===== src/rtl/mem_bus_arbiter.sv =====
// ---------------------------------------------------------------------------
// mem_bus_arbiter
//
// Purpose
//   Two-master, one-slave round-robin bus arbiter. Master 0 is instruction
//   fetch and master 1 is load/store. A request is a master's wr_en or
//   rd_en. The arbiter grants one master at a time and routes that
//   master's request fields combinationally to the shared slave. It routes
//   the slave's response back to the same master. If the slave does not
//   acknowledge within TIMEOUT grant cycles, the arbiter aborts the
//   transfer.
//
// Parameters
//   TIMEOUT   maximum grant cycles without s_ack before abort (2..255)
//
// Ports
//   clock, reset_n              single clock; asynchronous active-low reset
//   mN_addr/be/wr_en/rd_en/     request fields from master N (N = 0, 1)
//     wr_data
//   mN_rd_data/busy/ack         response returned to master N
//   s_addr/be/wr_en/wr_data/    request fields driven to the slave
//     rd_en
//   s_rd_data/busy/ack          response from the slave
//   err                         one-cycle pulse on a timeout abort
//   o_dbg_state                 FSM state: 0 = IDLE, 1 = GRANT0, 2 = GRANT1
//   o_dbg_last_grant            master granted most recently
//
// Handshake
//   A master requests by raising wr_en or rd_en. It must hold all of its
//   request fields stable until it observes mN_ack = 1 for one cycle. The
//   arbiter does not register those fields. While a master is not being
//   served, it sees busy = 1, ack = 0 and rd_data = 0. While a master is
//   being served, busy and ack mirror the slave. The exception is the
//   timeout cycle: in that cycle the arbiter itself raises ack, returns
//   rd_data = 0, and withdraws rd_en/wr_en from the slave.
// ---------------------------------------------------------------------------
module mem_bus_arbiter #(
  parameter int unsigned TIMEOUT = 16
) (
  input  logic        clock,
  input  logic        reset_n,
  // master 0 (instruction fetch)
  input  logic [31:0] m0_addr,
  input  logic [3:0]  m0_be,
  input  logic        m0_wr_en,
  input  logic        m0_rd_en,
  input  logic [31:0] m0_wr_data,
  output logic [31:0] m0_rd_data,
  output logic        m0_busy,
  output logic        m0_ack,
  // master 1 (load/store)
  input  logic [31:0] m1_addr,
  input  logic [3:0]  m1_be,
  input  logic        m1_wr_en,
  input  logic        m1_rd_en,
  input  logic [31:0] m1_wr_data,
  output logic [31:0] m1_rd_data,
  output logic        m1_busy,
  output logic        m1_ack,
  // shared slave
  output logic [31:0] s_addr,
  output logic [3:0]  s_be,
  output logic        s_wr_en,
  output logic [31:0] s_wr_data,
  output logic        s_rd_en,
  input  logic [31:0] s_rd_data,
  input  logic        s_busy,
  input  logic        s_ack,
  // status
  output logic        err,
  output logic [1:0]  o_dbg_state,
  output logic        o_dbg_last_grant
);

  typedef enum logic [1:0] {
    ST_IDLE   = 2'd0,
    ST_GRANT0 = 2'd1,
    ST_GRANT1 = 2'd2
  } state_t;

  localparam logic [7:0] LP_TO_LAST = 8'(TIMEOUT - 1);

  state_t     r_state;
  state_t     w_state_next;
  logic       r_last_grant;
  logic       w_last_grant_next;
  logic [7:0] r_wait_cnt;
  logic [7:0] w_wait_cnt_next;

  logic       w_req0;
  logic       w_req1;
  logic       w_in_grant;
  logic       w_timeout;
  logic       w_done;

  assign w_req0     = m0_wr_en | m0_rd_en;
  assign w_req1     = m1_wr_en | m1_rd_en;
  assign w_in_grant = (r_state == ST_GRANT0) || (r_state == ST_GRANT1);

  // A slave ack in the last allowed cycle wins over the timeout.
  assign w_timeout  = w_in_grant && !s_ack && (r_wait_cnt == LP_TO_LAST);
  assign w_done     = s_ack | w_timeout;

  // -------------------------------------------------------------------------
  // State registers
  // -------------------------------------------------------------------------
  always_ff @(posedge clock or negedge reset_n) begin
    if (!reset_n) begin
      r_state      <= ST_IDLE;
      r_last_grant <= 1'b1;
      r_wait_cnt   <= 8'd0;
    end else begin
      r_state      <= w_state_next;
      r_last_grant <= w_last_grant_next;
      r_wait_cnt   <= w_wait_cnt_next;
    end
  end

  // -------------------------------------------------------------------------
  // Next-state, last_grant and wait counter
  // -------------------------------------------------------------------------
  always_comb begin
    w_state_next      = r_state;
    w_last_grant_next = r_last_grant;
    w_wait_cnt_next   = r_wait_cnt;

    case (r_state)
      ST_IDLE: begin
        // On a tie, grant the master that was not served most recently.
        if (w_req0 && w_req1) begin
          w_state_next = r_last_grant ? ST_GRANT0 : ST_GRANT1;
        end else if (w_req0) begin
          w_state_next = ST_GRANT0;
        end else if (w_req1) begin
          w_state_next = ST_GRANT1;
        end
      end
      ST_GRANT0: begin
        // The grant ends only on ack or timeout. A dropped request
        // does not end it.
        if (w_done) begin
          w_state_next = w_req1 ? ST_GRANT1 : ST_IDLE;
        end
      end
      ST_GRANT1: begin
        if (w_done) begin
          w_state_next = w_req0 ? ST_GRANT0 : ST_IDLE;
        end
      end
      default: begin
        w_state_next = ST_IDLE;
      end
    endcase

    // Grant entry: record the owner and restart the wait count. A grant
    // state never follows itself directly, so any change of state into a
    // grant state is an entry.
    if (w_state_next != r_state) begin
      w_wait_cnt_next = 8'd0;
      if (w_state_next == ST_GRANT0) begin
        w_last_grant_next = 1'b0;
      end else if (w_state_next == ST_GRANT1) begin
        w_last_grant_next = 1'b1;
      end
    end else if (w_in_grant && !s_ack && (r_wait_cnt != 8'hFF)) begin
      w_wait_cnt_next = r_wait_cnt + 8'd1;
    end
  end

  // -------------------------------------------------------------------------
  // Request routing to the slave and response routing to the masters
  // -------------------------------------------------------------------------
  always_comb begin
    s_addr     = 32'd0;
    s_be       = 4'd0;
    s_wr_en    = 1'b0;
    s_wr_data  = 32'd0;
    s_rd_en    = 1'b0;
    m0_rd_data = 32'd0;
    m0_busy    = 1'b1;
    m0_ack     = 1'b0;
    m1_rd_data = 32'd0;
    m1_busy    = 1'b1;
    m1_ack     = 1'b0;
    err        = 1'b0;

    case (r_state)
      ST_GRANT0: begin
        s_addr     = m0_addr;
        s_be       = m0_be;
        s_wr_data  = m0_wr_data;
        s_wr_en    = m0_wr_en & ~w_timeout;
        s_rd_en    = m0_rd_en & ~w_timeout;
        m0_rd_data = w_timeout ? 32'd0 : s_rd_data;
        m0_busy    = s_busy;
        m0_ack     = w_done;
        err        = w_timeout;
      end
      ST_GRANT1: begin
        s_addr     = m1_addr;
        s_be       = m1_be;
        s_wr_data  = m1_wr_data;
        s_wr_en    = m1_wr_en & ~w_timeout;
        s_rd_en    = m1_rd_en & ~w_timeout;
        m1_rd_data = w_timeout ? 32'd0 : s_rd_data;
        m1_busy    = s_busy;
        m1_ack     = w_done;
        err        = w_timeout;
      end
      default: begin
        // IDLE (and reset): defaults above. Nothing is forwarded, and a
        // stray s_ack is not passed to any master.
      end
    endcase
  end

  assign o_dbg_state      = r_state;
  assign o_dbg_last_grant = r_last_grant;

endmodule


===== config.mk =====
export PLATFORM = sky130hd
export DESIGN_NAME = mem_bus_arbiter
export DESIGN_NICKNAME = d
export VERILOG_FILES = /design/src/rtl/mem_bus_arbiter.sv
export SDC_FILE = /design/constraint.sdc
export NUM_CORES = 1
export LEC_CHECK = 0
export ABC_CLOCK_PERIOD_IN_PS = 5100
export BUFFER_PORTS_ARGS = -buffer_cell sky130_fd_sc_hd__clkbuf_2
export CORE_AREA = 2 2 123 125
export CTS_BUF_LIST = sky130_fd_sc_hd__clkbuf_4
export DETAILED_ROUTE_END_ITERATION = 8
export DIE_AREA = 0 0 125 127
export PLACE_DENSITY = 0.51
export SYNTH_ARGS = -nofsm -noshare
export SYNTH_HDL_FRONTEND = slang
export SYNTH_SLANG_ARGS = --single-unit

===== constraint.sdc =====
create_clock -name clock -period 5.1 [get_ports clock]
set_input_delay 0.51 -clock clock [delete_from_list [all_inputs] [get_ports clock]]
set_output_delay 0.51 -clock clock [all_outputs]
set_load 0.02 [all_outputs]

==> impl.org <==
** Floorplanning
- The floorplan has 44 rows.
- From left edge to right edge, the die measures between 100 and 150 um.
- Height of the die :: approximately 130 um
- Placeable core region :: approximately 0.014 mm^2
- Die area :: 0.0159 mm^2
- Number of ports placed on the die boundary :: between 300 and 400
- For this configuration, the core starts out at a cell density of roughly 16%.

** Clock tree
- No sink is reached through more buffers than the 2 on the longest clock path.
- The clock net in this run drives a total of 11 sinks.
- Clock Latency Late Sink :: 0.27 ns
- CTS tree :: yes
- The root buffer cell chosen for the clock tree is sky130_fd_sc_hd__clkbuf_4.
- Number of buffers inserted by post-CTS setup repair :: 0
- In this run, post-CTS hold repair placed 0 buffers.
- Number of clock buffers inserted by TritonCTS :: 3
- Clock-pin slew was measured on the worst setup and hold paths at around 0.07 ns.
- In this run the number of H-tree levels came out at 1.
- Number of gates resized after CTS :: 0

** Synthesis
- Counting flops with an async set or reset pin after synthesis yields a share of between 90% and 100%.
- sky130_fd_sc_hd__a22oi_1 takes more of the synthesized area than any other cell.
- Number of cells produced by synthesis :: approximately 340
- During synthesis, Yosys emitted a total of 0 warnings.
- Each instance of the synthesized netlist takes up on average just under 7 um^2.
- Of the synthesized area, sequential elements account for between 10% and 20%.
- Main synth FF type :: sky130_fd_sc_hd__dfrtp_1
- The synthesized design contains 0 enable-type register cells.
- Number of flip-flops and latches in the synthesized netlist :: 11
- After synthesis, the cell types taking the most area are sky130_fd_sc_hd__a22oi_1 23%, sky130_fd_sc_hd__nor2b_1 18%, sky130_fd_sc_hd__and3_1 18%, sky130_fd_sc_hd__dfrtp_1 11%, sky130_fd_sc_hd__clkbuf_1 5.3%.
- In this run the cell area of the synthesized design comes to about 0.0023 mm^2.
- Number of distinct library cell variants in the gate-level netlist after synthesis :: 38
- The synthesized design devotes to its leading area cell type a little under a quarter of total area.
- Nets in the synthesized netlist :: 518

** Detailed routing
- Post-DR wirelength/cell :: 15.6 um
- Using the TritonRoute via totals, the vias-per-cell ratio works out to around 4.5.
- The routed layout has between 3000 and 4000 vias.
- Drc violations :: 0
- The detail route stage leaves a number of antenna-violating nets equal to 0.
- For this block, the initial DRC count from the detailed router was 269.
- Drt first pass iters :: 5
- Final WL :: between 10000 and 15000 um

** Worst setup path
- For this run, the slowest stage of the critical path takes around 0.5 ns.
- Of all nets on the critical path, the largest fanout is just under 70.
- STA classifies the critical path endpoint as a register.
- Crit path arrival time :: 3.53 ns
- STA puts the critical path data required time at 5.29 ns.
- Critical path class :: register to register
- Sequence of cells on the critical path :: inv_1 -> ha_2 -> and4bb_4 -> nand3_1 -> buf_4 -> inv_1 -> o21a_1 -> o21ai_0 -> a21oi_1 -> ha_1 -> a211oi_1 -> a22oi_1 -> o311a_1 -> a31oi_1
- The most numerous cell type found on the critical path is sky130_fd_sc_hd__inv_1.
- Critical Path Start Type :: register
- The largest individual stage delay along the critical path comes from the cell sky130_fd_sc_hd__dfrtp_1.

** Outcome
- The run finished with clean final reports.

** Global route
- First-pass GRT wire length :: between 15000 and 20000 um
- Entering global routing, the biggest net connects 71 pins.
- Global routing used ~14% of the available tracks.
- Initial antenna violation count :: 0
- The via count of the first global-routing pass is 3330.
- Summed over all layers, the global routing overflow is 0.

** Placed design
- The congestion estimate from routability-driven global placement came to 0.789.
- Placed Area :: roughly 0.0041 mm^2
- Count of input and output buffers :: about 320
- Detailed placement finished with a half-perimeter wire length of slightly above 10000 um.

** STA
- Achievable frequency :: roughly 300 MHz
- Final cycle utilization of the critical path :: between 60% and 70%
- The number of max-slew violations in the final report was 0.
- Setup violations remaining at the end of the flow were counted as 0.
- Slew of the pin with the lowest slew margin :: between 0.6 and 0.7 ns
- Tightest slew margin relative to the limit :: 59.9%
- Final-report hold violation count :: 0
- Final hold slack :: 0.111 ns
- Adding up every negative setup slack in the final design gives 0 ns.
- The clock period could shrink to roughly 3.3 ns.
- Setup repair after global routing left no endpoint under its margin.
- Max Clock Skew :: 0.00409 ns

** Pwr
- Per report_power, the clock group accounts for 3.0% of the total.
- Internal power comes to 0.000868 W.
- Power density over the cells :: 533 mW/mm^2
- Of the total power, combinational logic draws between 90% and 100%.
- Fraction of power consumed by sequential logic :: between 5 and 6%
- Proportion of total power due to net switching :: approximately three fifths
- Net load switching power :: around 0.0013 W
- IR drop worst, VDD :: 0.351 mV
- Leak Pwr :: between 2 and 2.5 nW

** Finish
- Of the cells placed in the final design, the portion with a size suffix greater than 1 is 53.9%.
- The area growth from synthesis to layout is 75.4%.
- The repair_antennas step left the layout with diodes totalling 0.
- Most common cell after layout, fill and taps aside :: sky130_fd_sc_hd__clkbuf_2
- In the layout the commonest cells are 317 x sky130_fd_sc_hd__clkbuf_2, 72 x sky130_fd_sc_hd__a22oi_1, 68 x sky130_fd_sc_hd__nor2b_1, 66 x sky130_fd_sc_hd__and3_1, 17 x sky130_fd_sc_hd__nor2_1.
- After the last flow step, the layout net total stands at about 810.
- Finished layout cell area :: roughly 0.004 mm^2

** Min path
- The min-delay analysis places its worst path in the category primary input to asynchronous set/reset pin.

** Job
- Max-cap check violation count :: 0
## metrics by stage
stage               cells  setup slack, ns  power (W)  utilization, %
detailed placement    803             1.82    0.00214            28.2
finish                807             1.76    0.00218            28.4
global placement      803             1.84    0.00215            28.2
CTS                   807             1.81    0.00222            28.4
global route          807             1.45    0.00236            28.4
floorplan             336             2.05    0.00148               -
## state kept, by name, indices dropped and copies added, names as in the netlist
name,cells
r_wait_cnt,8
o_dbg_state,2
o_dbg_last_grant,1
## cells in the mapped netlist (all sizes together), types with 4 or more instances
cell type,instances
clkbuf,33
ha,6
dfrtp,10
buf,5
nand2,6
nor2b,68
and3,66
inv,6
xnor2,5
a21oi,5
nand2b,4
a22oi,72
nor2,17
## worst max-delay path, delay by kind of cell (launching register included)
kind / cells / cell delay, ns
compound gates: 7 / 1.04
fa+ha+maj: 2 / 0.65
buf+inv: 3 / 0.78
flops: 1 / 0.50
simple gates: 2 / 0.30
## final cells by class
cell class / count / area [um^2]
Multi-Input combinational cell: 281 / 1920
Fill cell: 1633 / 10300
Inverter: 6 / 22.5
Clock buffer: 4 / 30.0
Timing Repair Buffer: 321 / 1620
Tap cell: 184 / 230
Sequential cell: 11 / 277
## cells by family after synthesis
| kind of cell | Yosys count | share of synthesized area, % |
|---|---|---|
| compound gates | 93 | 29.9 |
| xor+xnor | 7 | 2.63 |
| fa+ha+maj | 6 | 3.22 |
| buf+inv | 44 | 7.13 |
| flops | 11 | 11.8 |
| mux | 2 | 0.857 |
| simple gates | 173 | 44.4 |
## routing by layer
metal	vias to the layer above	global-route usage (%)	part of all wire, %
met5	-	0	0
met4	0	0.980	0.43
met3	4	2.26	5.2
met2	142	24.0	49
met1	1679	19.2	45
li1	1799	-	-
## power groups by stage
stage | Clock (W) | Sequential [W] | Combinational, W
after floorplan | 0 | 0.000133 | 0.00134
after global routing | 0.0000712 | 0.000129 | 0.00216
after global placement | 0 | 0.000127 | 0.00203
after CTS | 0.0000680 | 0.000126 | 0.00202
final | 0.0000652 | 0.000126 | 0.00199
after detailed placement | 0 | 0.000128 | 0.00202
## path summary, 6_finish.rpt
check / start / endpoint / slack [ns] / cells past startpoint
worst min register to register: r_wait_cnt[4] / r_wait_cnt[4] / 0.57 / 2
max in group asynchronous: reset_n / o_dbg_last_grant / 4.71 / 1
min in group clock: r_wait_cnt[4] / r_wait_cnt[4] / 0.57 / 2
worst max-delay path: o_dbg_state[0] / o_dbg_last_grant / 1.76 / 14
worst min-delay path: reset_n / r_wait_cnt[4] / 0.11 / 1
worst max register to register: o_dbg_state[0] / o_dbg_last_grant / 1.76 / 14
Note: power is estimated with default switching activity, not from simulation.
